$ cat src/rtl/stream_packet_fifo.sv
// Avalon-ST packet FIFO sitting behind the endian swapper: cut-through or
// store-and-forward egress, plus an Avalon-MM port for mode, status and watermark.
module stream_packet_fifo #(
  parameter int DATA_BYTES = 8,
  parameter int DEPTH      = 16
) (
  input  logic                          clk,
  input  logic                          reset_n,
  input  logic [DATA_BYTES*8-1:0]       stream_in_data,
  input  logic [$clog2(DATA_BYTES)-1:0] stream_in_empty,
  input  logic                          stream_in_valid,
  input  logic                          stream_in_startofpacket,
  input  logic                          stream_in_endofpacket,
  output logic                          stream_in_ready,
  output logic [DATA_BYTES*8-1:0]       stream_out_data,
  output logic [$clog2(DATA_BYTES)-1:0] stream_out_empty,
  output logic                          stream_out_valid,
  output logic                          stream_out_startofpacket,
  output logic                          stream_out_endofpacket,
  input  logic                          stream_out_ready,
  input  logic [1:0]                    csr_address,
  input  logic                          csr_read,
  input  logic                          csr_write,
  input  logic [31:0]                   csr_writedata,
  output logic [31:0]                   csr_readdata,
  output logic                          csr_readdatavalid,
  output logic                          csr_waitrequest
);

  localparam int DW = DATA_BYTES * 8;
  localparam int EW = $clog2(DATA_BYTES);
  localparam int AW = $clog2(DEPTH);
  localparam int LW = $clog2(DEPTH + 1);
  localparam int WW = DW + EW + 2;
  localparam logic [LW-1:0] FULL_LVL = LW'(DEPTH);

  logic [WW-1:0] r_mem [DEPTH];
  logic [AW-1:0] r_wr_ptr;
  logic [AW-1:0] r_rd_ptr;
  logic [LW-1:0] r_level;
  logic [LW-1:0] r_pkt_count;
  logic [LW-1:0] r_hwm;
  logic          r_sf;
  logic          r_oversize;
  logic          r_release;
  logic [31:0]   r_csr_rdata;
  logic          r_csr_rvalid;

  logic [WW-1:0] w_in_entry;
  logic [WW-1:0] w_out_entry;
  logic          w_push;
  logic          w_pop;
  logic          w_in_eop;
  logic          w_out_eop;
  logic          w_full;
  logic          w_release_set;
  logic          w_csr_wr;
  logic [LW-1:0] w_level_nxt;
  logic [LW-1:0] w_pkt_nxt;
  logic [31:0]   w_csr_rdata;
  logic          w_unused_wdata;

  assign w_in_entry  = {stream_in_data, stream_in_empty,
                        stream_in_startofpacket, stream_in_endofpacket};
  assign w_out_entry = r_mem[r_rd_ptr];

  assign stream_out_data          = w_out_entry[WW-1:EW+2];
  assign stream_out_empty         = w_out_entry[EW+1:2];
  assign stream_out_startofpacket = w_out_entry[1];
  assign w_out_eop                = w_out_entry[0];
  assign stream_out_endofpacket   = w_out_eop;
  assign w_in_eop                 = stream_in_endofpacket;

  assign w_full          = (r_level == FULL_LVL);
  assign stream_in_ready = reset_n & ~w_full;
  // In store-and-forward, hold egress until a whole packet is buffered or
  // the packet has been declared oversize and must stream through.
  assign stream_out_valid = (r_level != '0) &
                            (~r_sf | (r_pkt_count != '0) | r_release);

  assign w_push        = stream_in_valid & stream_in_ready;
  assign w_pop         = stream_out_valid & stream_out_ready;
  assign w_release_set = r_sf & w_full & (r_pkt_count == '0);
  assign w_csr_wr      = csr_write & ~csr_read;

  assign csr_waitrequest   = ~reset_n;
  assign csr_readdata      = r_csr_rdata;
  assign csr_readdatavalid = r_csr_rvalid;
  assign w_unused_wdata    = ^csr_writedata[31:2];

  always_comb begin
    w_level_nxt = r_level;
    case ({w_push, w_pop})
      2'b10:   w_level_nxt = r_level + LW'(1);
      2'b01:   w_level_nxt = r_level - LW'(1);
      default: w_level_nxt = r_level;
    endcase
  end

  always_comb begin
    w_pkt_nxt = r_pkt_count;
    case ({w_push & w_in_eop, w_pop & w_out_eop})
      2'b10:   w_pkt_nxt = r_pkt_count + LW'(1);
      2'b01:   w_pkt_nxt = r_pkt_count - LW'(1);
      default: w_pkt_nxt = r_pkt_count;
    endcase
  end

  always_comb begin
    w_csr_rdata = '0;
    case (csr_address)
      2'd0:    w_csr_rdata = {30'd0, r_oversize, r_sf};
      2'd1:    w_csr_rdata = 32'(r_level);
      2'd2:    w_csr_rdata = 32'(r_pkt_count);
      2'd3:    w_csr_rdata = 32'(r_hwm);
      default: w_csr_rdata = '0;
    endcase
  end

  always_ff @(posedge clk) begin
    if (w_push) begin
      r_mem[r_wr_ptr] <= w_in_entry;
    end
  end

  always_ff @(posedge clk or negedge reset_n) begin
    if (!reset_n) begin
      r_wr_ptr    <= '0;
      r_rd_ptr    <= '0;
      r_level     <= '0;
      r_pkt_count <= '0;
    end else begin
      if (w_push) begin
        r_wr_ptr <= r_wr_ptr + AW'(1);
      end
      if (w_pop) begin
        r_rd_ptr <= r_rd_ptr + AW'(1);
      end
      r_level     <= w_level_nxt;
      r_pkt_count <= w_pkt_nxt;
    end
  end

  always_ff @(posedge clk or negedge reset_n) begin
    if (!reset_n) begin
      r_release <= 1'b0;
    end else if (w_release_set) begin
      r_release <= 1'b1;
    end else if (w_pop && w_out_eop) begin
      r_release <= 1'b0;
    end
  end

  // A new oversize event outranks a simultaneous write-one-to-clear.
  always_ff @(posedge clk or negedge reset_n) begin
    if (!reset_n) begin
      r_sf       <= 1'b0;
      r_oversize <= 1'b0;
    end else begin
      if (w_csr_wr && csr_address == 2'd0) begin
        r_sf <= csr_writedata[0];
      end
      if (w_release_set) begin
        r_oversize <= 1'b1;
      end else if (w_csr_wr && csr_address == 2'd0 && csr_writedata[1]) begin
        r_oversize <= 1'b0;
      end
    end
  end

  always_ff @(posedge clk or negedge reset_n) begin
    if (!reset_n) begin
      r_hwm <= '0;
    end else if (w_csr_wr && csr_address == 2'd3) begin
      r_hwm <= r_level;
    end else if (w_level_nxt > r_hwm) begin
      r_hwm <= w_level_nxt;
    end
  end

  always_ff @(posedge clk or negedge reset_n) begin
    if (!reset_n) begin
      r_csr_rvalid <= 1'b0;
      r_csr_rdata  <= '0;
    end else begin
      r_csr_rvalid <= csr_read;
      if (csr_read) begin
        r_csr_rdata <= w_csr_rdata;
      end
    end
  end

endmodule

$ cat config.mk
export PLATFORM = sky130hd
export DESIGN_NAME = stream_packet_fifo
export DESIGN_NICKNAME = d
export VERILOG_FILES = /design/src/rtl/stream_packet_fifo.sv
export SDC_FILE = /design/constraint.sdc
export NUM_CORES = 1
export LEC_CHECK = 0
export CORE_UTILIZATION = 60
export CTS_CLUSTER_SIZE = 8
export DETAILED_ROUTE_END_ITERATION = 10
export DONT_BUFFER_PORTS = 1
export PLACE_DENSITY = 0.76
export SYNTH_ARGS = -nofsm -noshare
export SYNTH_HDL_FRONTEND = slang
export SYNTH_SLANG_ARGS = --single-unit
export TNS_END_PERCENT = 10
$ cat constraint.sdc
create_clock -name clk -period 14.3 [get_ports clk]
set_input_delay 0.715 -clock clk [delete_from_list [all_inputs] [get_ports clk]]
set_output_delay 0.715 -clock clk [all_outputs]
set_load 0.03 [all_outputs]
==> impl_metrics.toml, run 1 <==
[synth]
synth_cell_types = 47
synth_top_flop_cell = "sky130_fd_sc_hd__edfxtp_1"
async_reset_ff_share_pct = 2.82
yosys_register_bits = 1136
synth-seq-area-share_pct = 77.8
synth.largest_area_cell = "sky130_fd_sc_hd__edfxtp_1"
ys_top_cells_by_area = "sky130_fd_sc_hd__edfxtp_1, sky130_fd_sc_hd__mux4_2, sky130_fd_sc_hd__dfrtp_1, sky130_fd_sc_hd__buf_4, sky130_fd_sc_hd__ha_1"
mappedNetlistArea_um2 = 43700
synth.yosys.warnings = 0
syn-instance-count = 1772
postSynthAreaPerCell_um2 = 24.6
count_of_flip_flops_with_a_built_in_enable_after_synthesis = 1104
post-synth-top-area-fraction_pct = 75.9

[hold_path]
worst_hold_path_type = "in2reg"
hold-path-cell-count = 0
min-delay-start = "stream_in_data[59]"
hold_end = "r_mem[4][64]"

[layout]
finalCoreUtilization_pct = 68.2
area_growth_syn_to_layout_pct = 12.1
layout.cells.most_common_list = "sky130_fd_sc_hd__edfxtp_1, sky130_fd_sc_hd__mux4_2, sky130_fd_sc_hd__clkbuf_16"
num_antenna_cells = 0
mostFrequentLayoutCell = "sky130_fd_sc_hd__edfxtp_1"
finish.net_count = 2007
drive_above_1_share_pct = 30.5

[setup_path]
worstPathArrival_ns = 5.80
critical_path_class = "reg2reg"
cp_max_fo = 10
timing.reg2reg.setup_slack_ns = 9.08
path_depth_of_the_worst_reg2reg_path = 15
crit_path_cell_trace = "nor4_1 -> a21oi_1 -> and2_1 -> inv_1 -> ha_1 -> fa_1 -> a21o_1 -> a2111oi_0 -> a31oi_1 -> a21o_1 -> ha_1 -> nand4_1 -> o21ai_1 -> o21ai_0 -> a311o_1"
critical_path_sink_type = "flip-flop"
crit_path_top_delay_cell = "sky130_fd_sc_hd__a21oi_1"
critical_path_required_ns = 14.88
start_kind = "flip-flop"
reg2reg_to = "r_hwm[0]"
critical-path-max-stage-delay_ns = 0.59
worst_r2r_startpoint = "r_level[0]"

[floorplan]
ioPinCount = 214
floorplan.initialDensity_pct = 60.9
die_h_um = 272
core_um2 = 71700
core.rowCount = 98
floorplan.die_area_um2 = 73800
die_x_um = 272

[power_and_ir_drop]
switching_power_mw = 3.10
power.leakage_nw = 15.4
power_density_over_the_cells_nw_per_um2 = 207
ir_worst_vdd_mv = 0.227
power.share.clock_pct = 32.9
share_seq_of_total_power_pct = 40.3
swShare_pct = 30.6
combPwrFrac_pct = 26.8
cellInternalPower_mw = 7.05

[cts]
cts-root-buf = "sky130_fd_sc_hd__clkbuf_16"
cts_max_level = 4
clock_sink_count = 1136
insertion_delay_ns = 0.75
cts.repair.resized = 0
clock_transition_at_path_regs_ns = 0.05
cts_tree = "done"
cts_buffers = 159
ctsLongestPathBuffers = 3

[run]
max_cap_viol_count = 0

[timing]
report.final.hold_viol_count = 0
timing_worst_slew_pin_value_ns = 1.17
achievable_clock_frequency_mhz = 192
rsz0062_at_grt = "false"
post-route-min-period_ns = 5.22
fin_crit_sh_pct = 36.5
post-route-worst-setup-slack_ns = 9.08
report.final.setup_viol = 0
timing_max_transition_violations_final = 0
worst_rel_slew_slack_pct = 21.7
fin_worst_skew_ns = 0.0523
setup_total_negative_slack_ns = 0

[route]
drt-wirelength-per-cell_um = 34.6
drc = 0
initialDrtViolationCount = 2393
drt-total-wl_mm = 98.9
drt_pass1_iterations = 7
number_of_vias_in_the_routed_layout = 19448
route.detailed.vias_per_inst = 6.81
antenna_violating_nets_post_route = 0

[grt]
number_of_global_route_vias_before_repair = 20801
grt_start_max_net_pins = 174
grt-ovfl-total = 0
grt_antenna_before_repair = 0
grt_pass1_wl_mm = 143
grt.total_usage_pct = 27.6

[placed_design]
place.port_buffers = 0
dpl.hpwl_mm = 42.1
pre_cts_ws_ns = 8.91
routabilityCongestion = 0.778

[status]
outcome = "completed"
[state kept, by name (all words and copies together) (netlist names), 4 cells and up]
register	flops
csr_readdata	5
r_hwm	5
r_level	5
r_mem	1104
r_pkt_count	5
r_rd_ptr	4
r_wr_ptr	4
[kinds of logic (layout without fill, tap and decap cells)]
family	count (synthesis)	count (layout)	synth area share, %
flip-flops	1136	1136	77.8
multiplexers	361	361	18.2
other	1	27	0.00859
XOR/XNOR	12	12	0.241
AND/OR/NAND/NOR	67	67	0.737
buffers and inverters	134	241	1.82
AO/OA/AOI/OAI	41	41	0.590
adder cells (fa/ha/maj)	20	20	0.608
[through the flow]
stage / total power, mW / std cells / hold slack, ns / instance area [um2]
floorplan: 6.33 / 1798 / 0.419 / 43800
global placement: 6.81 / 2664 / 0.421 / 44600
detailed placement: 6.86 / 2664 / 0.421 / 44600
CTS: 10.2 / 2855 / 0.0243 / 48900
global route: 10.5 / 2855 / 0.0320 / 48900
finish: 10.1 / 2855 / 0.0614 / 48900
[routing by layer]
| metal | vias up | part of all wire (%) | track usage [%] | routed length [um] |
|---|---|---|---|---|
| met5 | - | 0 | 0 | 0 |
| met3 | 177 | 8.9 | 7.16 | 8830 |
| li1 | 7714 | - | - | - |
| met2 | 1068 | 51 | 45.0 | 50800 |
| met1 | 10489 | 37 | 36.7 | 36700 |
| met4 | 0 | 2.6 | 9.52 | 2570 |
[how the worst max path moves through the flow]
stage | endpoint | slack, ns | depth (start not counted) | start
after floorplan | r_mem[3][0] | 6.95 | 6 | reset_n
after global placement | r_hwm[0] | 9.04 | 16 | reset_n
after detailed placement | r_hwm[0] | 8.91 | 15 | reset_n
after CTS | stream_out_data[36] | 8.91 | 4 | r_rd_ptr[0]
after global routing | stream_out_data[22] | 8.71 | 4 | r_rd_ptr[0]
final | r_hwm[0] | 9.08 | 15 | r_level[0]
[synthesized netlist by cell type (all sizes together) (2+ instances only)]
library cell,n
a21o,3
a21oi,12
a22oi,3
and3,2
buf,80
clkbuf,36
dfrtp,32
edfxtp,1104
fa,2
ha,18
inv,18
mux2,9
mux2i,6
mux4,346
nand2,21
nand2b,2
nand3,2
nand4,3
nor2,17
nor2b,4
nor3,5
nor3b,2
nor4,3
o21ai,12
or3,2
or4,2
xnor2,8
xor2,4
[critical path: cells and delay by family (launching register included)]
family | cells | cell delay, ns
adders and majority gates | 3 | 1.07
AOI/OAI and AO/OA | 8 | 2.57
DFF | 1 | 0.55
buffers and inverters | 1 | 0.09
and+or+nand+nor | 3 | 0.81
[timing repair]
action | CTS | global route
hold endpoints to repair | 33 | 0
setup buffers | 0 | 0
hold buffers | 3 | 0
endpoints found under the setup margin | 0 | 0
[power by group through the flow]
stage / clock (mW) / sequential (mW) / combinational [mW]
2_1_floorplan: 0 / 4.00 / 2.33
3_3_place_gp: 0 / 4.13 / 2.68
3_5_place_dp: 0 / 4.15 / 2.71
4_1_cts: 3.37 / 4.10 / 2.75
5_1_grt: 3.49 / 4.11 / 2.86
6_report: 3.34 / 4.09 / 2.72
[final cells by class]
class	instances	area (um2)
multi-input cells	528	9110
well taps	950	1190
inverters	18	67.6
clock inverters	13	244
fillers	4097	22800
clock buffers	175	4060
repair buffers	35	305
flip-flops and latches	1136	34000
No activity file was read; power rests on OpenSTA's default activity.
==> run 2, diff against run 1 <==
clock period = 5.2 ns   (was 14.3 ns; I/O delays follow)
==> impl_metrics.toml, run 2 (synthesized netlist as in run 1, its figures left out) <==
[status]
outcome = "completed"

[route]
antenna_violating_nets_post_route = 0
drt-wirelength-per-cell_um = 33.8
route.detailed.vias_per_inst = 6.80
drt-total-wl_mm = 99.5
number_of_vias_in_the_routed_layout = 20026
drt_pass1_iterations = 5
drc = 0
initialDrtViolationCount = 2483

[timing]
rsz0062_at_grt = "false"
report.final.setup_viol = 0
fin_crit_sh_pct = 91.4
achievable_clock_frequency_mhz = 210
setup_total_negative_slack_ns = 0
fin_worst_skew_ns = 0.0285
report.final.hold_viol_count = 0
timing_max_transition_violations_final = 0
worst_rel_slew_slack_pct = 29.0
post-route-min-period_ns = 4.75
timing_worst_slew_pin_value_ns = 1.07

[setup_path]
start_kind = "flip-flop"
critical_path_required_ns = 5.82
crit_path_top_delay_cell = "sky130_fd_sc_hd__dfrtp_1"
critical-path-max-stage-delay_ns = 0.56
cp_max_fo = 10
crit_path_cell_trace = "nor4_1 -> a21oi_2 -> and2_1 -> buf_4 -> inv_1 -> ha_1 -> fa_1 -> a21o_1 -> a2111oi_0 -> a31oi_1 -> a21o_1 -> ha_1 -> nand4_1 -> o221ai_1 -> o21ai_2 -> a211o_1 -> a22o_1"
worstPathArrival_ns = 5.37
critical_path_sink_type = "flip-flop"
critical_path_class = "reg2reg"
cp.buffers_inverters = 2
cpLargestDelayFamily = "compound AO/OA/AOI/OAI gates"

[layout]
largest_reg_flops = 1104
mostFrequentLayoutCell = "sky130_fd_sc_hd__edfxtp_1"
drive_above_1_share_pct = 29.9
largest_register = "r_mem"
layout.cells.most_common_list = "sky130_fd_sc_hd__edfxtp_1, sky130_fd_sc_hd__mux4_2, sky130_fd_sc_hd__clkbuf_16"
finalCoreUtilization_pct = 69.6
count_of_non_filler_cells_in_the_finished_layout = 2944
area_growth_syn_to_layout_pct = 14.3
finish.net_count = 2097
fill_cells = 3998

[placed_design]
place.port_buffers = 0
placed_cells_incl_taps = 2675
routabilityCongestion = 0.753
dpl.hpwl_mm = 42.9

[cts]
cts_max_level = 4
ctsLongestPathBuffers = 3
cts_buffers = 160
clock_transition_at_path_regs_ns = 0.06
cts_tree = "done"
cts_setup_buffers = 0
clock_sink_count = 1136
cts-root-buf = "sky130_fd_sc_hd__clkbuf_16"
insertion_delay_ns = 0.73

[grt]
grt_antenna_before_repair = 3
grt.total_usage_pct = 27.9
number_of_global_route_vias_before_repair = 21368
grt-ovfl-total = 0
grt_pass1_wl_mm = 145
grt_start_max_net_pins = 156

[power_and_ir_drop]
power.leakage_nw = 15.8
power_mw = 28.1
power_density_over_the_cells_nw_per_um2 = 563
ir_worst_vdd_mv = 0.499

[floorplan]
ioPinCount = 214
die_h_um = 272
die_x_um = 272
floorplan.initialDensity_pct = 60.9
core.rowCount = 98
core_um2 = 71700
floorplan.die_area_um2 = 73800

[run]
max_cap_viol_count = 0

[hold_path]
worst_hold_path_type = "in2async"
-- run 2: cell types whose count changed in the layout (fill, tap and decap cells not counted), sizes merged --
| cell | delta |
|---|---|
| buf | +12 |
| dlygate4sd3 | +77 |
| clkinvlp | +1 |
| inv | -1 |
| clkinv | -2 |
| diode | +2 |
-- run 2: timing repair --
item | in CTS | in global routing
endpoints found under the setup margin | 0 | 5
resized for setup | 0 | 2
hold endpoints to repair | 1155 | 0
hold buffers | 81 | 0
-- run 2: metrics by stage --
step	setup slack (ns)	hold WS (ns)	instance area [um2]
5_1_grt	0.203	0.0460	49900
4_1_cts	0.161	0.0330	49900
6_report	0.446	0.0477	49900
2_1_floorplan	-1.84	-0.0356	43800
3_3_place_gp	0.405	-0.0342	44800
3_5_place_dp	0.172	-0.0345	44800
-- run 2: worst paths after layout --
check / startpoint / end / slack (ns) / cells after the start
min: reset_n / r_pkt_count[4] / 0.05 / 3
max reg2reg: r_level[0] / r_hwm[4] / 0.45 / 17
max: r_level[0] / r_hwm[4] / 0.45 / 17
min in group clk: csr_writedata[0] / r_sf / 0.25 / 2
max in group asynchronous: reset_n / r_rd_ptr[3] / 4.94 / 3
min reg2reg: r_pkt_count[4] / r_pkt_count[4] / 0.49 / 1
-- run 2: layer usage --
layer	global-route usage (%)	routed length (um)
met1	36.4	36100
met2	46.9	52400
met3	6.08	8180
met4	9.88	2830
met5	0	13
-- run 2: worst min-delay path, stage by stage --
cell and delay (ns):
sky130_fd_sc_hd__dlygate4sd3_1 0.57, sky130_fd_sc_hd__buf_12 0.11, sky130_fd_sc_hd__buf_12 0.19
-- run 2: power breakdown --
group	leakage (nW)	total, mW	internal [mW]	switching, mW
Clock	2.09	9.12	5.52	3.61
Combinational	3.42	7.79	3.32	4.47
Sequential	10.3	11.2	10.6	0.541
Total	15.8	28.1	19.5	8.61
-- run 2: layout make-up --
cell class | count | area, um2 | area share, %
Multi-Input combinational cell | 528 | 9130 | 18.3
Antenna cell | 2 | 5.00 | 0.0100
Clock inverter | 11 | 171 | 0.344
Inverter | 18 | 67.6 | 0.135
Timing Repair Buffer | 124 | 1250 | 2.51
Sequential cell | 1136 | 34000 | 68.1
Tap cell | 950 | 1190 | 2.38
Clock buffer | 175 | 4110 | 8.24
